### src/rtl/aes_decrypt_sequencer.sv
// ============================================================================
// aes_decrypt_sequencer : control FSM for the shared AES-128 inverse cipher
// Revision 1.0
// ============================================================================
`default_nettype none

module aes_decrypt_sequencer #(
  parameter int KEY_EXP_CYCLES = 11,
  parameter int NUM_ROUNDS     = 10
) (
  input  logic       CLK,
  input  logic       RESET,
  input  logic       AES_START,
  output logic       AES_DONE,
  output logic       BUSY,
  output logic       KEY_EXP_EN,
  output logic       STATE_WE,
  output logic [2:0] STATE_OP,
  output logic [3:0] ROUND_IDX,
  output logic [1:0] COL_SEL
);

  typedef enum logic [3:0] {
    S_IDLE    = 4'd0,
    S_LOAD    = 4'd1,
    S_KEYEXP  = 4'd2,
    S_ARK0    = 4'd3,
    S_RND_ISR = 4'd4,
    S_RND_ISB = 4'd5,
    S_RND_ARK = 4'd6,
    S_RND_IMC = 4'd7,
    S_FIN_ISR = 4'd8,
    S_FIN_ISB = 4'd9,
    S_FIN_ARK = 4'd10,
    S_DONE    = 4'd11
  } state_t;

  localparam logic [5:0] c_kexp_last = 6'(KEY_EXP_CYCLES - 1);
  localparam logic [3:0] c_num_rnd   = 4'(NUM_ROUNDS);
  localparam logic [3:0] c_last_rnd  = 4'(NUM_ROUNDS - 1);

  localparam logic [2:0] c_op_nop  = 3'd0;
  localparam logic [2:0] c_op_load = 3'd1;
  localparam logic [2:0] c_op_ark  = 3'd2;
  localparam logic [2:0] c_op_isr  = 3'd3;
  localparam logic [2:0] c_op_isb  = 3'd4;
  localparam logic [2:0] c_op_imc  = 3'd5;

  state_t     state_q, state_d;
  logic [5:0] kcnt_q, kcnt_d;
  logic [3:0] rnd_q, rnd_d;
  logic [1:0] col_q, col_d;

  logic       done_d, busy_d, kexp_d, we_d;
  logic [2:0] op_d;
  logic [3:0] idx_d;
  logic [1:0] colsel_d;

  always_comb begin
    state_d = state_q;
    kcnt_d  = kcnt_q;
    rnd_d   = rnd_q;
    col_d   = col_q;
    case (state_q)
      S_IDLE: begin
        if (AES_START) begin
          state_d = S_LOAD;
          kcnt_d  = 6'd0;
          rnd_d   = 4'd0;
          col_d   = 2'd0;
        end
      end
      S_LOAD: begin
        state_d = S_KEYEXP;
        kcnt_d  = 6'd0;
      end
      S_KEYEXP: begin
        if (kcnt_q == c_kexp_last) begin
          state_d = S_ARK0;
          rnd_d   = 4'd1;
        end else begin
          kcnt_d = kcnt_q + 6'd1;
        end
      end
      S_ARK0:    state_d = S_RND_ISR;
      S_RND_ISR: state_d = S_RND_ISB;
      S_RND_ISB: state_d = S_RND_ARK;
      S_RND_ARK: begin
        state_d = S_RND_IMC;
        col_d   = 2'd0;
      end
      S_RND_IMC: begin
        if (col_q == 2'd3) begin
          if (rnd_q < c_last_rnd) begin
            state_d = S_RND_ISR;
            rnd_d   = rnd_q + 4'd1;
          end else begin
            state_d = S_FIN_ISR;
          end
        end else begin
          col_d = col_q + 2'd1;
        end
      end
      S_FIN_ISR: state_d = S_FIN_ISB;
      S_FIN_ISB: state_d = S_FIN_ARK;
      S_FIN_ARK: state_d = S_DONE;
      S_DONE: begin
        if (!AES_START) state_d = S_IDLE;
      end
      default:   state_d = S_IDLE;
    endcase
  end

  // Outputs are decoded from the next state so they register alongside it.
  always_comb begin
    done_d   = 1'b0;
    busy_d   = 1'b1;
    kexp_d   = 1'b0;
    we_d     = 1'b1;
    op_d     = c_op_nop;
    idx_d    = 4'd0;
    colsel_d = 2'd0;
    case (state_d)
      S_IDLE: begin
        busy_d = 1'b0;
        we_d   = 1'b0;
      end
      S_LOAD:    op_d = c_op_load;
      S_KEYEXP: begin
        kexp_d = 1'b1;
        we_d   = 1'b0;
      end
      S_ARK0: begin
        op_d  = c_op_ark;
        idx_d = c_num_rnd;
      end
      S_RND_ISR: op_d = c_op_isr;
      S_RND_ISB: op_d = c_op_isb;
      S_RND_ARK: begin
        op_d  = c_op_ark;
        idx_d = c_num_rnd - rnd_d;
      end
      S_RND_IMC: begin
        op_d     = c_op_imc;
        colsel_d = col_d;
      end
      S_FIN_ISR: op_d = c_op_isr;
      S_FIN_ISB: op_d = c_op_isb;
      S_FIN_ARK: op_d = c_op_ark;
      S_DONE: begin
        done_d = 1'b1;
        busy_d = 1'b0;
        we_d   = 1'b0;
      end
      default: begin
        busy_d = 1'b0;
        we_d   = 1'b0;
      end
    endcase
  end

  always_ff @(posedge CLK or posedge RESET) begin
    if (RESET) begin
      state_q    <= S_IDLE;
      kcnt_q     <= 6'd0;
      rnd_q      <= 4'd0;
      col_q      <= 2'd0;
      AES_DONE   <= 1'b0;
      BUSY       <= 1'b0;
      KEY_EXP_EN <= 1'b0;
      STATE_WE   <= 1'b0;
      STATE_OP   <= 3'd0;
      ROUND_IDX  <= 4'd0;
      COL_SEL    <= 2'd0;
    end else begin
      state_q    <= state_d;
      kcnt_q     <= kcnt_d;
      rnd_q      <= rnd_d;
      col_q      <= col_d;
      AES_DONE   <= done_d;
      BUSY       <= busy_d;
      KEY_EXP_EN <= kexp_d;
      STATE_WE   <= we_d;
      STATE_OP   <= op_d;
      ROUND_IDX  <= idx_d;
      COL_SEL    <= colsel_d;
    end
  end

endmodule

`default_nettype wire

### config.mk
export PLATFORM = sky130hd
export DESIGN_NAME = aes_decrypt_sequencer
export DESIGN_NICKNAME = d
export VERILOG_FILES = /design/src/rtl/aes_decrypt_sequencer.sv
export SDC_FILE = /design/constraint.sdc
export NUM_CORES = 1
export LEC_CHECK = 0
export BUFFER_PORTS_ARGS = -buffer_cell sky130_fd_sc_hd__buf_2
export CORE_ASPECT_RATIO = 1.75
export CORE_UTILIZATION = 45
export CTS_CLUSTER_SIZE = 25
export DETAILED_ROUTE_END_ITERATION = 8
export RECOVER_POWER = 100
export SYNTH_ARGS = -nofsm -noshare
export SYNTH_HDL_FRONTEND = slang
export SYNTH_SLANG_ARGS = --single-unit
### constraint.sdc
create_clock -name CLK -period 3.4 [get_ports CLK]
set_clock_uncertainty 0.15 [all_clocks]
set_input_delay 0.68 -clock CLK [delete_from_list [all_inputs] [get_ports CLK]]
set_output_delay 0.68 -clock CLK [all_outputs]
set_load 0.01 [all_outputs]
* Word-level counts from Yosys, hierarchy flattened
Index checks and enable logic that the tools add are counted.
** Word-level totals
- Bits in registers :: 29
- Bits of input ports :: 3
- Output and inout port bits :: 13
- Logic and storage cells :: 74
** Operators by class
- $add $sub $neg :: 4
- Magnitude comparators :: 1
- Eq/ne operators :: 26
- Mux-type cells :: 24
- Reductions and logical operators :: 8
** Operator list (count)
- $pmux 4 s12 :: 1
- $mux 4 :: 9
- $eq 4x3->1 const B :: 8
- $eq 4x4->1 const B :: 8
- $pmux 6 s3 :: 1
- $eq 4x2->1 const B :: 4
- $pmux 3 s5 :: 1
- $mux 6 :: 2
- $pmux 4 s3 :: 1
- $reduce_or 10->1 :: 1
- $reduce_or 9->1 :: 1
- $eq 4x1->1 const B :: 2
- $pmux 4 s2 :: 1
- $add 6x1->6 const B :: 1
- $eq 6x4->1 const B :: 1
- $mux 2 :: 3
- $pmux 2 s3 :: 1
- $add 4x1->4 const B :: 1
- $logic_not 4->1 :: 1
- $lt 4x4->1 const B :: 1
- $mux 1 :: 4
- $ne 2x2->1 const B :: 2
- $reduce_or 2->1 :: 2
- $sub 4x4->4 const A :: 1
- 5 further kinds :: 5

* Longest topological paths before layout
Gate-level depths: netlist of run 1.
- Depth after elaboration :: 7
- Depth in mapped cells :: 9
- Mapped depth without buffers :: 9

* Least setup slack after synthesis of run 1
Ideal clock, no wire load.
- Path type :: reg-to-reg
- From :: register kcnt_q[0]
- To :: register ROUND_IDX[2]
- Arrival time :: 1.714 ns
- Setup slack :: 1.415 ns
- Cell stages (with the launch flop) :: 10
- Path buffers :: 0
- Period minus slack after synthesis :: 1.985 ns
- Cells stage by stage :: dfrtp_1 -> inv_1 -> ha_1 -> nand2_2 -> o41ai_1 -> and3_4 -> o211ai_2 -> ha_1 -> xnor2_1 -> nor2_1
** On the way
- Cells in the longest elaborated chain, start to end :: 5
- Elaborated cells on any way between the ends :: 9
- Those cells by class :: 1 x add/sub; 3 x eq/ne; 5 x mux
** Ends and longest elaborated chain
- start: declaration :: line 50 : logic [5:0] kcnt_q, kcnt_d;
- start signal: assignment :: line 177 : kcnt_q <= kcnt_d;
- $eq 6x4->1 :: line 78 : if (kcnt_q == c_kexp_last) begin
- $mux 4 :: line 78
- $pmux 4 s3 :: line 64 : case (state_q)
- named net rnd_d[1] :: line 51 : logic [3:0] rnd_q, rnd_d;
- $sub 4x4->4 :: line 141 : idx_d = c_num_rnd - rnd_d;
- $pmux 4 s2 :: line 123 : case (state_d)
- named net idx_d[2] :: line 56 : logic [3:0] idx_d;
- end signal: assignment :: line 185 : ROUND_IDX <= idx_d;
- end: declaration :: line 19 : output logic [3:0] ROUND_IDX,
The timed path passes the listed nets, and every way through them passes these cells.
A chain may end at the register's enable or synchronous reset.

* Worst setup path after layout of run 1
- From :: register kcnt_q[0]
- To :: register STATE_WE
** On the way
- Cells in the longest elaborated chain, start to end :: 6
- Elaborated cells on any way between the ends :: 14
- Those cells by class :: 10 x eq/ne; 3 x mux; 1 x reduce/logical
** Ends and longest elaborated chain
- $eq 6x4->1 (*) :: line 78
- $mux 4 (*) :: line 78
- $pmux 4 s12 (*) :: line 64
- named net state_d[0] :: line 49 : state_t state_q, state_d;
- $eq 4x3->1 (tied with other cells) :: line 123
- $reduce_or 9->1 (no source line) (*)
- $mux 1 (*) :: line 123
- named net we_d :: line 54 : logic done_d, busy_d, kexp_d, we_d;
- end signal: assignment :: line 183 : STATE_WE <= we_d;
- end: declaration :: line 17 : output logic STATE_WE,
Mark *: on every way through the listed nets, which the timed path passes. The rest lies on a longest branch.

==> results of run 1 <==
per-stage QoR:
step                total power [mW]  area [um2]  util (%)  worst slack, ns
floorplan                       1.11        1570         -             1.42
global placement                1.23        1670      49.7             1.08
detailed placement              1.26        1670      49.7             1.05
CTS                             1.63        1790      53.1             1.10
global route                    1.64        1700      50.4            0.485
finish                          1.53        1700      50.4            0.679
worst max-delay path, delay by kind of cell (launching register included):
kind,cells,cell delay [ns]
buffers and inverters,1,0.08
and+or+nand+nor,3,0.96
adders and majority gates,1,0.16
AOI/OAI and AO/OA,3,0.75
xor gates and xnor gates,1,0.13
DFF,1,0.42
sequential cells by signal (all words and copies together) (netlist names):
name,flops
AES_DONE,1
BUSY,1
COL_SEL,2
KEY_EXP_EN,1
ROUND_IDX,4
STATE_OP,3
STATE_WE,1
col_q,2
kcnt_q,6
rnd_q,4
state_q,4
kinds of logic (layout without fill, tap and decap cells):
| family | count (synthesis) | in the layout | synth area share, % |
|---|---|---|---|
| fa+ha+maj | 5 | 5 | 3.97 |
| compound gates | 46 | 46 | 22.7 |
| simple gates | 60 | 60 | 21.2 |
| xor+xnor | 3 | 3 | 1.67 |
| buf+inv | 14 | 32 | 4.37 |
| flops | 29 | 29 | 46.1 |
Yosys cell counts, types with 2 or more instances:
library cell,count,area share [%]
a21oi_1,7,2.2
ha_1,5,4.0
nand2_2,2,0.79
o21ai_0,13,4.1
a31oi_1,2,0.79
o31ai_1,2,0.95
dfrtp_1,29,46
nand3_1,6,1.9
nand2_1,11,2.6
nand2b_1,5,2.0
nor3_1,3,0.95
inv_1,9,2.1
nor2_1,18,4.3
nand4_1,3,1.2
a21oi_2,2,1.1
a21boi_0,3,1.4
xnor2_1,3,1.7
o211ai_2,2,1.6
a21o_1,2,0.95
buf_4,2,0.95
cells in the final DEF, fill, tap and decap left out, types with 2 or more instances in the layout:
cell | synthesis | final
clkbuf_1 | 1 | 14
ha_1 | 5 | 5
nor2_1 | 18 | 18
a21boi_0 | 3 | 3
nand2_2 | 2 | 2
o22ai_1 | 1 | 2
nand4_1 | 3 | 3
dfrtp_1 | 29 | 29
nand3_1 | 6 | 6
nor4_1 | 1 | 2
nand2_1 | 11 | 11
xnor2_1 | 3 | 3
clkbuf_8 | 0 | 6
nand2b_1 | 5 | 5
a21o_1 | 2 | 2
inv_1 | 9 | 9
o31ai_1 | 2 | 3
a21oi_1 | 7 | 8
o21ai_0 | 13 | 14
buf_2 | 1 | 2
nor3_1 | 3 | 3
a31oi_1 | 2 | 2
o211ai_1 | 0 | 2
worst min-delay path by stage:
stage	to	slack, ns	cells past startpoint
2_1_floorplan	COL_SEL[0]	0.33	1
3_3_place_gp	kcnt_q[1]	0.36	2
3_5_place_dp	COL_SEL[0]	0.37	1
4_1_cts	COL_SEL[0]	0.37	1
5_1_grt	kcnt_q[5]	0.41	1
6_report	COL_SEL[0]	0.37	1
layout make-up:
class	instances	area (um2)
fillers	360	1670
flip-flops and latches	29	726
multi-input cells	114	704
clock buffers	7	86.3
repair buffers	15	58.8
well taps	45	56.3
inverters	9	33.8
clock inverters	1	30.0
report_power, final:
group	switching [mW]	internal [mW]	total [mW]
registers	0.110	0.452	0.562
logic	0.362	0.245	0.606
clock network	0.122	0.238	0.361
total	0.594	0.935	1.53
metal layers:
layer / vias up / track usage [%]
li1: 593 / -
met1: 594 / 22.6
met2: 24 / 34.7
met3: 4 / 4.27
met4: 0 / 7.71
met5: - / 0
==> results.toml, run 1 <==
[cts]
cts_buffers = 5
clkLatencyLatePin_ns = 0.28
cts_root_buffer = "clkbuf_8"
clkTransAtPathRegs_ns = 0.06
cts.sinks = 29
holdBufCountCts = 0
htreeDepth = 2
cts_resized = 0
cts_tree = "done"
cts.path.max_buffers = 2
post_cts_buffers = 0

[global_route]
grt_overflow_total = 0
antenna_found_initial = 0
grt_pass1_vias = 1167
grt_use_total_pct = 20.0
grt_max_degree = 30
grt_pass1_wl_mm = 5.39

[yosys]
synth_edf_count = 0
syn_nets = 165
syn_area_per_cell_um2 = 10.0
syn_area_um2 = 1570
synth_cell_types = 48
synth_warnings = 0
synth-main-ff-cell = "dfrtp_1"
yosysSeqAreaShare_pct = 46.1
yosys_register_bits = 29
async_flop_share_pct = 100
syn_inst = 157

[worst_setup_path]
r2r_start = "kcnt_q[0]"
crit_end = "STATE_WE"
required_ns = 3.47
critPathArrivalTime_ns = 2.79
cp_max_fo = 5
slowest_stage = "nor4_1"
critPathCaptureType = "flop"
reg2reg_depth = 9
r2r_end = "STATE_WE"
startpoint = "kcnt_q[0]"
cpPeakStageDelay_ns = 0.71
timing.critical_path.mode_cell = "nand2_2"
critical_path_class = "flop to flop"
start_kind = "flop"
cp_cell_sequence = "inv_1 > ha_1 > nand2_2 > nor4_1 > nand2_2 > o2111ai_1 > xnor2_1 > o31ai_1 > a211o_1"
r2r_setup_slack_ns = 0.68

[timing]
max_slew_margin_pct = 27.2
setup_viol = 0
rsz0062_at_grt = "false"
hold_viol_final = 0
tns_ns = 0
max_freq_mhz = 368
tightest_slew_ns = 1.09
period_needed_ns = 2.72
maxSlewViolCount = 0
holdWs_ns = 0.373
fin_crit_sh_pct = 80.0

[worst_hold_path]
hold_class = "flop to flop"
min_from = "col_q[0]"

[placed_design]
placedCellCount = 212
numPortBuffers = 15
gp_congestion = 0.835
dp_hpwl_mm = 2.46

[drt]
routed-wl-met3_um = 101
post-route-drc-count = 0
dr.pass1.iters = 4
drt_iter0_markers = 33
wl_met1_mm = 1.30
vias = 1215
wl_met2_mm = 1.83
top_layer = "met4"
routedWlPerCell_um = 14.9
viasPerCell = 5.52
drt-total-wl_mm = 3.27
detail-route-antenna-nets = 0

[pwr]
power.leakage_nw = 0.758
powerDensity_nw_per_um2 = 902
ir_drop_uv = 523

[final_layout]
fin_nets = 182
syn2layout_area_growth_pct = 7.71
fin_cells = 220
layout-drive-gt1-share_pct = 9.71
diodes = 0

[run_status]
status = "finished, final reports clean"

[floorplanning]
core_area_um2 = 3360
fp-row-count = 28
dieArea_um2 = 3750
die_x_um = 46.7
die_h_um = 80.2
initial_core_util_pct = 46.8
ios = 16

[run]
cap_viol_max_count = 0
Note: power is estimated with default switching activity, not from simulation.
==> run 2, diff against run 1 <==
==> constraint.sdc (replaced) <==
create_clock -name CLK -period 2.66 [get_ports CLK]
set_clock_uncertainty 0.15 [all_clocks]
set_input_delay 0.532 -clock CLK [delete_from_list [all_inputs] [get_ports CLK]]
set_output_delay 0.532 -clock CLK [all_outputs]
set_load 0.01 [all_outputs]
==> results.toml, run 2 (synthesis gave the netlist of run 1 again) <==
[pwr]
ir_drop_uv = 580
seqPwrFrac_pct = 38.1
comb_power_share_pct = 41.4
powerDensity_nw_per_um2 = 1110
sw_frac_of_total_pct = 40.5
clock_power_share_pct = 20.6
power.leakage_nw = 0.766
p_sw_uw = 769
intPower_mw = 1.13

[cts]
cts.sinks = 29
post_cts_buffers = 0
holdBufCountCts = 0
cts_root_buffer = "clkbuf_8"
clkTransAtPathRegs_ns = 0.06
cts_buffers = 5
cts.path.max_buffers = 2
clkLatencyLatePin_ns = 0.28
cts_tree = "done"
cts_resized = 0
htreeDepth = 2

[worst_setup_path]
cp_num_cells = 6
startpoint = "state_q[2]"
crit_end = "ROUND_IDX[1]"
cp_max_fo = 15
slowest_stage = "dfrtp_1"
r2r_start = "state_q[2]"
cp_cell_sequence = "and2b_1 > nand3_1 > or3_1 > o211ai_2 > ha_1 > o21ai_0"
cpLargestDelayFamily = "simple AND/OR/NAND/NOR gates"
required_ns = 2.70
crit_buf_inv = 0
cpPeakStageDelay_ns = 0.65
r2r_end = "ROUND_IDX[1]"
critPathArrivalTime_ns = 2.39
reg2reg_depth = 6
critPathCaptureType = "flop"
critical_path_class = "flop to flop"
r2r_setup_slack_ns = 0.31
start_kind = "flop"

[timing]
tns_ns = 0
max_freq_mhz = 425
rsz0062_at_grt = "false"
max_slew_margin_pct = -1.45
period_needed_ns = 2.35
maxSlewViolCount = 30
setup_viol = 0
hold_viol_final = 0
fin_crit_sh_pct = 88.5
fin_ws_ns = 0.307
tightest_slew_ns = 1.52

[drt]
detail-route-antenna-nets = 0
vias = 1243
drt-total-wl_mm = 3.17
routedWlPerCell_um = 14.3
viasPerCell = 5.62
drt_iter0_markers = 42
dr.pass1.iters = 4
post-route-drc-count = 0

[final_layout]
syn2layout_area_growth_pct = 8.27
regMostFlops = "kcnt_q"
final_cell_mix = "dfrtp_1, nor2_1, o21ai_0, clkbuf_1, nand2_1"
final_util_pct = 50.7
n_fill_cell = 346
final_common_cell = "dfrtp_1"
regArea_um2 = 726
layout-drive-gt1-share_pct = 10.8
fin_nets = 183
diodes = 0
largest_reg_flops = 6
design_area_um2 = 1700
multiInputGateArea_um2 = 724
fin_cells = 221

[placed_design]
dp_hpwl_mm = 2.33
numPortBuffers = 15
dp_slack_ns = 0.328
placed_area_um2 = 1680
placedCellCount = 213
gp_congestion = 0.822

[floorplanning]
core_area_um2 = 3360
dieArea_um2 = 3750
initial_core_util_pct = 46.8
die_h_um = 80.2
fp-row-count = 28
ios = 16
die_x_um = 46.7

[global_route]
grt_overflow_total = 0
grt_pass1_vias = 1198
grt_use_total_pct = 20.1
grt_pass1_wl_mm = 5.24
grt_max_degree = 30
antenna_found_initial = 0

[run_status]
violations = "max-capacitance violations, max-slew violations"
status = "finished, violations left"

[worst_hold_path]
hold_class = "flop to flop"

[run]
cap_viol_max_count = 1
run 2: cell count changes in the layout (fill, tap and decap cells not counted), sizes merged:
cell and change:
bufinv -1, clkinv +1, clkbuf +1
run 2: layout make-up:
class,instances,share of cell area [%]
clock inverters,1,0.294
flip-flops and latches,29,42.6
clock buffers,7,5.65
well taps,45,3.30
multi-input cells,114,42.5
inverters,9,1.98
repair buffers,16,3.67
run 2: worst register-to-register path: stages, from the launching register on:
cell and delay [ns]:
dfrtp_1 0.65, and2b_1 0.27, nand3_1 0.22, or3_1 0.44
o211ai_2 0.11, ha_1 0.27, o21ai_0 0.17
run 2: power by group through the flow:
stage / sequential, mW / combinational [mW] / clock (mW)
after floorplan: 0.696 / 0.717 / 0
after global placement: 0.719 / 0.859 / 0
after detailed placement: 0.726 / 0.882 / 0
after CTS: 0.718 / 0.887 / 0.405
after global routing: 0.742 / 0.888 / 0.419
final: 0.722 / 0.785 / 0.390
run 2: stage by stage:
step | power, mW | hold slack, ns
after floorplan | 1.41 | 0.331
after global placement | 1.58 | 0.349
after detailed placement | 1.61 | 0.361
after CTS | 2.01 | 0.167
after global routing | 2.05 | 0.419
final | 1.90 | 0.358
run 2: per-layer routing:
| layer | vias to the layer above | GRT usage (%) | share of wire (%) |
|---|---|---|---|
| met5 | - | 0 | 0 |
| met4 | 0 | 14.6 | 5.1 |
| met3 | 13 | 5.62 | 3.3 |
| met2 | 28 | 31.3 | 53 |
| met1 | 604 | 22.2 | 39 |
| li1 | 598 | - | - |
run 2: worst min-delay path by stage:
stage | depth (start not counted) | endpoint | startpoint | slack [ns]
final | 1 | COL_SEL[0] | col_q[0] | 0.36
after global routing | 1 | COL_SEL[0] | col_q[0] | 0.42
after CTS | 3 | kcnt_q[4] | RESET | 0.17
after detailed placement | 1 | COL_SEL[0] | col_q[0] | 0.36
after global placement | 1 | COL_SEL[0] | col_q[0] | 0.35
after floorplan | 1 | COL_SEL[0] | col_q[0] | 0.33
==> run 3, diff against run 2 <==
--- a/config.mk
+++ b/config.mk
@@ -10,7 +10,7 @@
 export CORE_UTILIZATION = 45
 export CTS_CLUSTER_SIZE = 25
 export DETAILED_ROUTE_END_ITERATION = 8
-export RECOVER_POWER = 100
+export RECOVER_POWER = 25
 export SYNTH_ARGS = -nofsm -noshare
 export SYNTH_HDL_FRONTEND = slang
 export SYNTH_SLANG_ARGS = --single-unit
==> results.toml, run 3 (synthesis gave the netlist of run 1 again) <==
[run_status]
status = "finished, violations left"
violations = "max-capacitance violations, max-slew violations"

[cts]
post_cts_buffers = 0
htreeDepth = 2
holdBufCountCts = 0
cts.path.max_buffers = 2
clkLatencyLatePin_ns = 0.28
cts_buffers = 5
cts.sinks = 29
cts_root_buffer = "clkbuf_8"
cts_resized = 0
clkTransAtPathRegs_ns = 0.06
cts_tree = "done"

[timing]
rsz0062_at_grt = "false"
hold_viol_final = 0
tightest_slew_ns = 1.53
tns_ns = 0
setup_viol = 0
fin_crit_sh_pct = 88.6
maxSlewViolCount = 30
max_slew_margin_pct = -1.75
fin_ws_ns = 0.304
max_freq_mhz = 424
period_needed_ns = 2.36

[worst_setup_path]
r2r_start = "state_q[2]"
cp_max_fo = 15
r2r_setup_slack_ns = 0.30
slowest_stage = "dfrtp_1"
critPathCaptureType = "flop"
critPathArrivalTime_ns = 2.39
critical_path_class = "flop to flop"
cpPeakStageDelay_ns = 0.64
startpoint = "state_q[2]"
cp_cell_sequence = "and2b_1 > nand3_1 > or3_1 > o211ai_2 > ha_1 > o21ai_0"
start_kind = "flop"
required_ns = 2.70

[global_route]
grt_use_total_pct = 20.1
grt_pass1_wl_mm = 5.24
grt_pass1_vias = 1198
grt_use_met3_pct = 5.62
use_met2_pct = 31.3
grt_max_degree = 30
grt_overflow_total = 0
grt.busiest_layer = "met2"
antenna_found_initial = 0
met1_usage_pct = 22.2

[final_layout]
diodes = 0
syn2layout_area_growth_pct = 12.8
largest_reg_flops = 6
final_cell_mix = "dfrtp_1, nor2_1, buf_2, o21ai_0, nand2_1"
n_fill_cell = 334
fin_nets = 183
final_common_cell = "dfrtp_1"
design_area_um2 = 1780
layout-drive-gt1-share_pct = 22.2
final_util_pct = 52.8
regMostFlops = "kcnt_q"

[placed_design]
numPortBuffers = 15
dp_hpwl_mm = 2.33
placed_area_um2 = 1680
gp_congestion = 0.822
dp_slack_ns = 0.328

[pwr]
intPower_mw = 1.19
powerDensity_nw_per_um2 = 1120
ir_drop_uv = 586
comb_power_share_pct = 44.2
power_mw = 1.99
sw_frac_of_total_pct = 40.4
seqPwrFrac_pct = 36.2
clock_power_share_pct = 19.6
p_sw_uw = 802
power.leakage_nw = 0.823

[floorplanning]
die_h_um = 80.2
fp-row-count = 28
initial_core_util_pct = 46.8
core_area_um2 = 3360
ios = 16
dieArea_um2 = 3750
die_x_um = 46.7

[drt]
vias = 1237
drt_iter0_markers = 37
post-route-drc-count = 0
drt-total-wl_mm = 3.15
routedWlPerCell_um = 14.3
detail-route-antenna-nets = 0
dr.pass1.iters = 4
viasPerCell = 5.60

[worst_hold_path]
hold_class = "flop to flop"
min_from = "col_q[0]"

[run]
cap_viol_max_count = 1
## run 3: cell type report
cell class | count | area [um2] | share of cell area (%)
Inverter | 9 | 33.8 | 1.90
Multi-Input combinational cell | 114 | 779 | 43.9
Tap cell | 45 | 56.3 | 3.17
Clock buffer | 7 | 96.3 | 5.43
Sequential cell | 29 | 726 | 40.9
Timing Repair Buffer | 16 | 78.8 | 4.44
Clock inverter | 1 | 5.00 | 0.282
## run 3: power by group through the flow
stage                     logic [mW]  registers, mW  clock network, mW
final                          0.879          0.720              0.389
after global routing           0.980          0.742              0.419
after CTS                      0.887          0.718              0.405
after detailed placement       0.882          0.726                  0
after global placement         0.859          0.719                  0
after floorplan                0.717          0.696                  0
## run 3: worst max-delay path, delay by kind of cell, from the launching register on
kind / cells / cell delay [ns]
AND/OR/NAND/NOR: 3 / 0.92
flip-flops: 1 / 0.64
AO/OA/AOI/OAI: 2 / 0.29
adder cells (fa/ha/maj): 1 / 0.27
## run 3: final timing paths
| path | to | cells past startpoint |
|---|---|---|
| max | ROUND_IDX[1] | 6 |
| min | COL_SEL[0] | 1 |
| max reg2reg | ROUND_IDX[1] | 6 |
| min reg2reg | COL_SEL[0] | 1 |
| max in group asynchronous | state_q[2] | 3 |
| min in group asynchronous | STATE_OP[0] | 3 |
## run 3: per-stage QoR
stage	hold slack [ns]	std cells
after floorplan	0.331	157
after global routing	0.419	221
final	0.372	221
after CTS	0.167	221
after detailed placement	0.361	213
after global placement	0.349	213
## run 3: routing by layer
layer | routed length, um | share of wire, %
met3 | 129 | 4.1
met1 | 1220 | 39
met5 | 0 | 0
met4 | 157 | 5.0
met2 | 1650 | 52
